[src/rtl/seg7_scan_pkg.sv]
// Shared constants and small helpers for the multiplexed 7-segment display path.
package seg7_scan_pkg;

  // Active-low segment patterns, bit order {g,f,e,d,c,b,a}
  localparam logic [6:0] SEG_BLANK = 7'h7F;
  localparam logic [6:0] SEG_DASH  = 7'h3F;
  localparam logic [6:0] SEG_0     = 7'h40;
  localparam logic [6:0] SEG_1     = 7'h79;
  localparam logic [6:0] SEG_2     = 7'h24;
  localparam logic [6:0] SEG_3     = 7'h30;
  localparam logic [6:0] SEG_4     = 7'h19;
  localparam logic [6:0] SEG_5     = 7'h12;
  localparam logic [6:0] SEG_6     = 7'h02;
  localparam logic [6:0] SEG_7     = 7'h78;
  localparam logic [6:0] SEG_8     = 7'h00;
  localparam logic [6:0] SEG_9     = 7'h10;

  // All digit enables off (active-low)
  localparam logic [3:0] AN_OFF = 4'hF;

  // Digit slots in scan order
  typedef enum logic [1:0] {
    SLOT_EW_10 = 2'd0,
    SLOT_EW_1  = 2'd1,
    SLOT_SN_10 = 2'd2,
    SLOT_SN_1  = 2'd3
  } slot_e;

  // Active-low anode vector with a single 0 at the given slot
  function automatic logic [3:0] slot_anode(input slot_e slot);
    logic [3:0] an;
    case (slot)
      SLOT_EW_10: an = 4'b1110;
      SLOT_EW_1:  an = 4'b1101;
      SLOT_SN_10: an = 4'b1011;
      SLOT_SN_1:  an = 4'b0111;
      default:    an = AN_OFF;
    endcase
    return an;
  endfunction

  // Tens slots are the only candidates for leading-zero blanking
  function automatic logic is_tens_slot(input slot_e slot);
    return (slot == SLOT_EW_10) || (slot == SLOT_SN_10);
  endfunction

endpackage

[src/rtl/seg7_scan_if.sv]
// Digit inputs and display outputs of the scan block, grouped as one bundle.
interface seg7_scan_if;
  logic [3:0] bcd_ew_10;
  logic [3:0] bcd_ew_1;
  logic [3:0] bcd_sn_10;
  logic [3:0] bcd_sn_1;
  logic [3:0] an_n;
  logic [6:0] seg_n;
  logic       frame_done;

  // Source of digits / consumer of the display drive
  modport master (
    output bcd_ew_10, bcd_ew_1, bcd_sn_10, bcd_sn_1,
    input  an_n, seg_n, frame_done
  );

  // The scanner itself
  modport slave (
    input  bcd_ew_10, bcd_ew_1, bcd_sn_10, bcd_sn_1,
    output an_n, seg_n, frame_done
  );
endinterface

[src/rtl/seg7_decode.sv]
// BCD to active-low 7-segment pattern; codes 10..15 render as a dash.
module seg7_decode
  import seg7_scan_pkg::*;
(
  input  logic [3:0] bcd,
  output logic [6:0] seg_n
);

  // Pure lookup, dash for anything that is not a decimal digit
  always_comb begin
    seg_n = SEG_DASH;
    case (bcd)
      4'd0:    seg_n = SEG_0;
      4'd1:    seg_n = SEG_1;
      4'd2:    seg_n = SEG_2;
      4'd3:    seg_n = SEG_3;
      4'd4:    seg_n = SEG_4;
      4'd5:    seg_n = SEG_5;
      4'd6:    seg_n = SEG_6;
      4'd7:    seg_n = SEG_7;
      4'd8:    seg_n = SEG_8;
      4'd9:    seg_n = SEG_9;
      default: seg_n = SEG_DASH;
    endcase
  end

endmodule

[src/rtl/seg7_scan.sv]
// Time-multiplexed 4-digit 7-segment driver. Digits are snapshotted once per
// frame, each slot starts with one blank cycle against ghosting, and tens digits
// equal to zero can be blanked. Outputs are registered and track the state the
// counters hold during the same cycle.
module seg7_scan
  import seg7_scan_pkg::*;
#(
  parameter int SCAN_DIV = 50000,
  parameter bit BLANK_LZ = 1'b1
) (
  input  logic        clk,
  input  logic        reset,
  seg7_scan_if.slave  disp
);

  localparam int             CW      = $clog2(SCAN_DIV);
  localparam logic [CW-1:0]  CNT_MAX = CW'(SCAN_DIV - 1);
  localparam logic [CW-1:0]  CNT_ZERO = {CW{1'b0}};

  logic [CW-1:0]    pre_cnt_r;
  logic [CW-1:0]    pre_cnt_nxt_s;
  slot_e            slot_r;
  slot_e            slot_nxt_s;
  logic             load_pend_r;
  logic [3:0][3:0]  shadow_r;
  logic [3:0][3:0]  shadow_nxt_s;
  logic             pre_wrap_s;
  logic             frame_end_s;
  logic             snap_s;

  logic [3:0]       digit_s;
  logic [6:0]       seg_dec_s;
  logic             lz_blank_s;
  logic [3:0]       an_nxt_s;
  logic [6:0]       seg_nxt_s;

  logic [3:0]       an_n_r;
  logic [6:0]       seg_n_r;
  logic             frame_done_r;

  // Next state of prescaler, slot and shadow registers
  always_comb begin
    pre_wrap_s   = (pre_cnt_r == CNT_MAX);
    frame_end_s  = pre_wrap_s && (slot_r == SLOT_SN_1);
    snap_s       = frame_end_s || load_pend_r;
    slot_nxt_s   = slot_r;
    if (pre_wrap_s) begin
      pre_cnt_nxt_s = CNT_ZERO;
      case (slot_r)
        SLOT_EW_10: slot_nxt_s = SLOT_EW_1;
        SLOT_EW_1:  slot_nxt_s = SLOT_SN_10;
        SLOT_SN_10: slot_nxt_s = SLOT_SN_1;
        SLOT_SN_1:  slot_nxt_s = SLOT_EW_10;
        default:    slot_nxt_s = SLOT_EW_10;
      endcase
    end else begin
      pre_cnt_nxt_s = pre_cnt_r + CW'(1);
      slot_nxt_s    = slot_r;
    end
    if (snap_s) begin
      shadow_nxt_s = {disp.bcd_sn_1, disp.bcd_sn_10, disp.bcd_ew_1, disp.bcd_ew_10};
    end else begin
      shadow_nxt_s = shadow_r;
    end
  end

  // Digit shown in the coming cycle
  assign digit_s = shadow_nxt_s[slot_nxt_s];

  seg7_decode u_decode (
    .bcd   (digit_s),
    .seg_n (seg_dec_s)
  );

  // Output pattern for the coming cycle: blank on the first cycle of a slot or a blanked leading zero
  always_comb begin
    lz_blank_s = BLANK_LZ && is_tens_slot(slot_nxt_s) && (digit_s == 4'd0);
    if ((pre_cnt_nxt_s == CNT_ZERO) || lz_blank_s) begin
      an_nxt_s  = AN_OFF;
      seg_nxt_s = SEG_BLANK;
    end else begin
      an_nxt_s  = slot_anode(slot_nxt_s);
      seg_nxt_s = seg_dec_s;
    end
  end

  // Scan state registers; a load is pending right after reset so the first frame is fresh
  always_ff @(posedge clk or negedge reset) begin
    if (!reset) begin
      pre_cnt_r   <= CNT_ZERO;
      slot_r      <= SLOT_EW_10;
      load_pend_r <= 1'b1;
      shadow_r    <= {16{1'b0}};
    end else begin
      pre_cnt_r   <= pre_cnt_nxt_s;
      slot_r      <= slot_nxt_s;
      load_pend_r <= 1'b0;
      shadow_r    <= shadow_nxt_s;
    end
  end

  // Registered display drive and end-of-frame pulse
  always_ff @(posedge clk or negedge reset) begin
    if (!reset) begin
      an_n_r       <= AN_OFF;
      seg_n_r      <= SEG_BLANK;
      frame_done_r <= 1'b0;
    end else begin
      an_n_r       <= an_nxt_s;
      seg_n_r      <= seg_nxt_s;
      frame_done_r <= frame_end_s;
    end
  end

  assign disp.an_n       = an_n_r;
  assign disp.seg_n      = seg_n_r;
  assign disp.frame_done = frame_done_r;

endmodule

[src/flat_wrapper.sv]
// flat-port wrapper written by rule: the top's interface ports become plain ports
module seg7_scan_flat import seg7_scan_pkg::*;
#(
  parameter int SCAN_DIV = 50000,
  parameter bit BLANK_LZ = 1'b1
)
  (clk, reset, disp_bcd_ew_10, disp_bcd_ew_1, disp_bcd_sn_10, disp_bcd_sn_1, disp_an_n, disp_seg_n, disp_frame_done);
  seg7_scan_if disp_i ();
  input  logic clk;
  input  logic reset;
  input wire logic [$bits(disp_i.bcd_ew_10)-1:0] disp_bcd_ew_10;
  input wire logic [$bits(disp_i.bcd_ew_1)-1:0] disp_bcd_ew_1;
  input wire logic [$bits(disp_i.bcd_sn_10)-1:0] disp_bcd_sn_10;
  input wire logic [$bits(disp_i.bcd_sn_1)-1:0] disp_bcd_sn_1;
  output wire logic [$bits(disp_i.an_n)-1:0] disp_an_n;
  output wire logic [$bits(disp_i.seg_n)-1:0] disp_seg_n;
  output wire logic [$bits(disp_i.frame_done)-1:0] disp_frame_done;
  assign disp_i.bcd_ew_10 = disp_bcd_ew_10;
  assign disp_i.bcd_ew_1 = disp_bcd_ew_1;
  assign disp_i.bcd_sn_10 = disp_bcd_sn_10;
  assign disp_i.bcd_sn_1 = disp_bcd_sn_1;
  assign disp_an_n = disp_i.an_n;
  assign disp_seg_n = disp_i.seg_n;
  assign disp_frame_done = disp_i.frame_done;
  seg7_scan #(.SCAN_DIV(SCAN_DIV), .BLANK_LZ(BLANK_LZ)) u_core (.clk(clk), .reset(reset), .disp(disp_i));
endmodule
[config.mk]
export PLATFORM = sky130hd
export DESIGN_NAME = seg7_scan_flat
export DESIGN_NICKNAME = d
export VERILOG_FILES = /design/src/rtl/seg7_scan_pkg.sv /design/src/rtl/seg7_scan_if.sv /design/src/rtl/seg7_decode.sv /design/src/rtl/seg7_scan.sv /design/src/flat_wrapper.sv
export SDC_FILE = /design/constraint.sdc
export NUM_CORES = 1
export LEC_CHECK = 0
export ABC_AREA = 1
export CAP_MARGIN = 20
export CORE_ASPECT_RATIO = 0.9
export CORE_MARGIN = 2
export CORE_UTILIZATION = 52
export DETAILED_ROUTE_END_ITERATION = 10
export PLACE_DENSITY = 0.75
export SYNTH_ARGS = -nofsm -noshare
export SYNTH_HDL_FRONTEND = slang
export SYNTH_SLANG_ARGS = --single-unit
[constraint.sdc]
create_clock -name clk -period 3.1 [get_ports clk]
set_input_delay 0.62 -clock clk [delete_from_list [all_inputs] [get_ports clk]]
set_output_delay 0.62 -clock clk [all_outputs]
set_load 0.005 [all_outputs]
; After elaboration in Yosys (flattened, before gate mapping)
; Memory sizes are Yosys's and may differ from the RTL's.
; Index checks and enable logic that the tools add are counted.
[totals]
reg_bits = 47
romBits = 112
input_bits = 18
output_inout_bits = 12
word_cells = 38
memories = 1
[mem_list]
columns = name, words, width, read_ports, rd_clocked_by_memory_dff, wr, line
row1 = (no name shown), 16, 7, 1, 0, 0, seg7_decode.sv:12  ; case (bcd)
[op_classes]
addsub = 1
n_lt_le_gt_ge = 1
n_eq_ne = 7
muxes = 9
reduce_logical = 9
[ops]
columns = cell, count
row1 = $mux 16, 2
row2 = $add 16x1->16 const B, 1
row3 = $eq 16x16->1 const B, 1
row4 = $logic_not 16->1, 1
row5 = $pmux 4 s4, 1
row6 = $bmux 4 s2, 1
row7 = $eq 2x2->1 const B, 4
row8 = $mux 4, 2
row9 = $pmux 2 s4, 1
row10 = $mux 7, 1
row11 = $eq 2x1->1 const B, 2
row12 = $logic_not 2->1, 2
row13 = $logic_not 4->1, 1
row14 = $logic_or 1x1->1, 3
row15 = $lt 2x3->1 const B, 1
row16 = $logic_and 1x1->1, 2
row17 = $mux 2, 1

; Longest topological paths before layout
[depth]
depth_word = 10
depth_mapped = 19
ltp_nobuf = 19

; By module
; A second synthesis with hierarchy kept.
[unflattened]
cells_unflattened = 333
hier_area_um2 = 2777.7
[modules_own_cells]
columns = module, n_inst, cells_per_inst, area_per_inst_um2, seq_area_each_um2
row1 = seg7_scan, 1, 298, 2591.2, 1191.1
row2 = seg7_decode, 1, 35, 186.4, 0.0

; Worst setup path after synthesis
; Ideal clock, no wire load.
[synth_path]
path_kind = register -> register
from = register u_core.pre_cnt_r[0]
to = register u_core.seg_n_r[6], in the netlist u_core.disp.seg_n[6]
setup_ns = 0.060
arrival_time_ns = 2.227
required_ns = 3.040
setup_slack_ns = 0.812
path_stages_with_launch = 18
n_path_buf = 1
period_less_slack_ns = 2.288
cell_sequence = dfrtp_1 > ha_1 > nand3_4 > nor2_4 > nand3_4 > buf_6 > nand3_1 > nand2_1 > nand2_1 > nand2_1 > nor2_1 > ha_1 > inv_1 > nor2_1 > nand3_1 > nand2_2 > inv_2 > nand2_1
[synth_lines]
columns = element, line
row1 = from (decl), seg7_scan.sv:20  ; logic [CW-1:0] pre_cnt_r;
row2 = from (signal assigned), seg7_scan.sv:95  ; pre_cnt_r <= pre_cnt_nxt_s;
row3 = to (signal assigned), seg7_scan.sv:110  ; seg_n_r <= seg_nxt_s;
row4 = to (decl), seg7_scan.sv:38  ; logic [6:0] seg_n_r;

==> results.ini <==
[sta]
worst_pin_slew_ns = 0.550
whs_ns = 0.253
tns_ns = 0
timing.final.crit_share_pct = 84.4
finalClockSkew_ns = 0.00737
period_needed_ns = 2.62
rsz0062_at_grt = false
fmax_mhz = 382
timing.slew.headroom_pct = 63.3
fin_ws_ns = 0.483
setup_violations = 0
finalMaxSlewViolations = 0
finalHoldViolations = 0

[synthesis]
synthTopCellsByCount = 113 x nand2_1, 42 x inv_1, 35 x dfrtp_1, 32 x nand3_1, 25 x nor2_1
async_reset_ff_share_pct = 100
ys_types = 33
synth_nets = 361
yosysWarnings = 0
syn_avg_cell_area_um2 = 7.89
synth_area_leaders = dfrtp_1 33%, nand2_1 16%, dfstp_2 12%, nand3_1 6.1%, inv_1 6.0%
synth_area_um2 = 2630
synth_edf_count = 0
synth_top_area_share_pct = 33.3
ys.flop_type = dfrtp_1
seq_area_frac_synth_pct = 45.3
synth_top_area_cell = dfrtp_1
synth_most_common_cell = nand2_1
ys_seq_elements = 47
syn_inst = 333

[cts]
cts_buffers = 5
clock_sinks = 47
holdBufCountCts = 0
post-cts-setup-buffer-count = 0
cts-root-buf = clkbuf_8
cts_buffer_depth = 2
clk-insertion-delay-late_ns = 0.30
tritoncts = built
cts.repair.resized = 0
path_clk_slew_ns = 0.08
ctsHtreeMaxLevel = 2

[floorplanning]
core-area_um2 = 4860
die_x_um = 78.9
dieHeight_um = 71.5
ios = 30
start_util_pct = 54.0
fp.dieArea_um2 = 5640
rows = 24

[worst_setup_path]
regToRegStartpoint = u_core.pre_cnt_r[0]$_DFF_PN0_
crit_fanout = 18
end_kind = flip-flop
critical_path.cell_chain = ha_1 -> nand3_4 -> nor2_4 -> nand3_4 -> nand2_4 -> nand2_1 -> nand2_1 -> nand2_1 -> nand2_1 -> nor2_1 -> ha_1 -> inv_1 -> nor2_1 -> nand3_1 -> nand2_2 -> inv_2 -> nand2_1
crit_family = simple AND/OR/NAND/NOR gates
required_ns = 3.34
path_common_cell = nand2_1
worstPathArrival_ns = 2.86
critPathKind = flip-flop to flip-flop
crit_buf_inv = 2
cp-start-kind = flip-flop
slowest_delay_ns = 0.41
startpoint = u_core.pre_cnt_r[0]$_DFF_PN0_
cp_slowest_cell = dfrtp_1

[pwr]
ir_worst_vdd_uv = 332
pwr_density_cell_nw_per_um2 = 399
p_leak_nw = 1.58
power_mw = 1.22

[final_layout]
drive_gt1_share_pct = 14.8
antenna_cells = 0
final_util_pct = 62.8
area_delta_synth_final_pct = 16.2
nets = 393
seqCellArea_um2 = 1190
multi_input_area_um2 = 1200
fillCellCount = 444

[place]
gp_congestion = 0.875
hpwlAfterDp_um = 3730
port_buffers = 29
dp_slack_ns = 0.498

[global_route]
grt_first_pass_wirelength_um = 8670
grt_max_degree = 48
first_global_vias = 1891
grt_usage_pct = 19.8
antenna_found_initial = 0
overflow = 0

[job]
max-cap-violations = 0

[route]
routed_wl_um = 5080
drt_iter0_markers = 153
vias_per_cell = 4.83
drc = 0
routedWlPerCell_um = 11.8
dr.pass1.iters = 7
via_count = 2081
postRouteAntennaNets = 0

[min_path]
hp-class = input port to async pin

[outcome]
status = complete, no violations

[metrics by stage]
step | cells | instance area (µm²)
after detailed placement | 422 | 2940
after CTS | 430 | 3030
final | 431 | 3050
after global routing | 431 | 3050
after floorplan | 333 | 2630
after global placement | 422 | 2940
[state kept, by name (all words and copies together) (netlist names)]
signal                  flops
u_core.load_pend_r          1
u_core.slot_r               2
u_core.disp.an_n            4
u_core.disp.frame_done      1
u_core.pre_cnt_r           16
u_core.disp.seg_n           7
u_core.shadow_r            16
[final cells by class]
| class | instances | area share, % |
|---|---|---|
| clock buffers | 7 | 2.83 |
| clock inverters | 1 | 0.123 |
| inverters | 49 | 6.06 |
| multi-input cells | 232 | 39.3 |
| flip-flops and latches | 47 | 39.0 |
| well taps | 65 | 2.66 |
| repair buffers | 30 | 10.0 |
[cells in the final DEF, fill, tap and decap left out, types with 2 or more instances in the layout]
master           netlist  final
nand3_1               32     32
o21ai_0                4      4
ha_1                  10     10
a21oi_1                2      2
dfstp_2               12     12
nor3_1                 3      3
nor2_4                 6      6
o21bai_1               2      2
clkinv_1               1      2
nand3_4                2      2
nand2_4                4      4
a21oi_2                2      2
o21ai_1                2      2
clkdlybuf4s50_1        0     28
clkbuf_8               0      6
nor2_2                 4      4
dfrtp_1               35     35
inv_2                  5      5
nor2_1                25     25
nand2_2                8      8
nand4_1                6      6
inv_1                 42     42
nand2_1              113    113
[per-layer routing]
layer	track usage [%]	vias to the layer above	part of all wire [%]
li1	-	1083	-
met1	29.8	931	50
met2	28.7	61	42
met3	3.90	6	6.5
met4	6.90	0	1.4
met5	0	-	0
[cell families after synthesis]
family,synth area share (%)
XOR/XNOR,0.333
buffers and inverters,9.00
other,0.143
flip-flops,45.3
adder cells (fa/ha/maj),4.76
AND/OR/NAND/NOR,37.4
AO/OA/AOI/OAI,3.05
[final timing paths]
path	to	slack [ns]	depth (start not counted)
setup / recovery	u_core.disp.an_n[1]$_DFF_PN1_	0.48	17
hold / removal	u_core.pre_cnt_r[7]$_DFF_PN0_	0.25	1
setup reg to reg	u_core.disp.an_n[1]$_DFF_PN1_	0.48	17
hold reg to reg	u_core.pre_cnt_r[0]$_DFF_PN0_	0.50	1
max in group asynchronous	u_core.load_pend_r$_DFF_PN1_	2.28	2
min in group clk	u_core.pre_cnt_r[0]$_DFF_PN0_	0.50	1
[power breakdown]
group,internal (mW),total (mW),switching [mW]
combinational,0.0829,0.173,0.0902
clock,0.179,0.373,0.195
sequential,0.662,0.672,0.0103
total,0.924,1.22,0.295
Note: power is estimated with default switching activity, not from simulation.
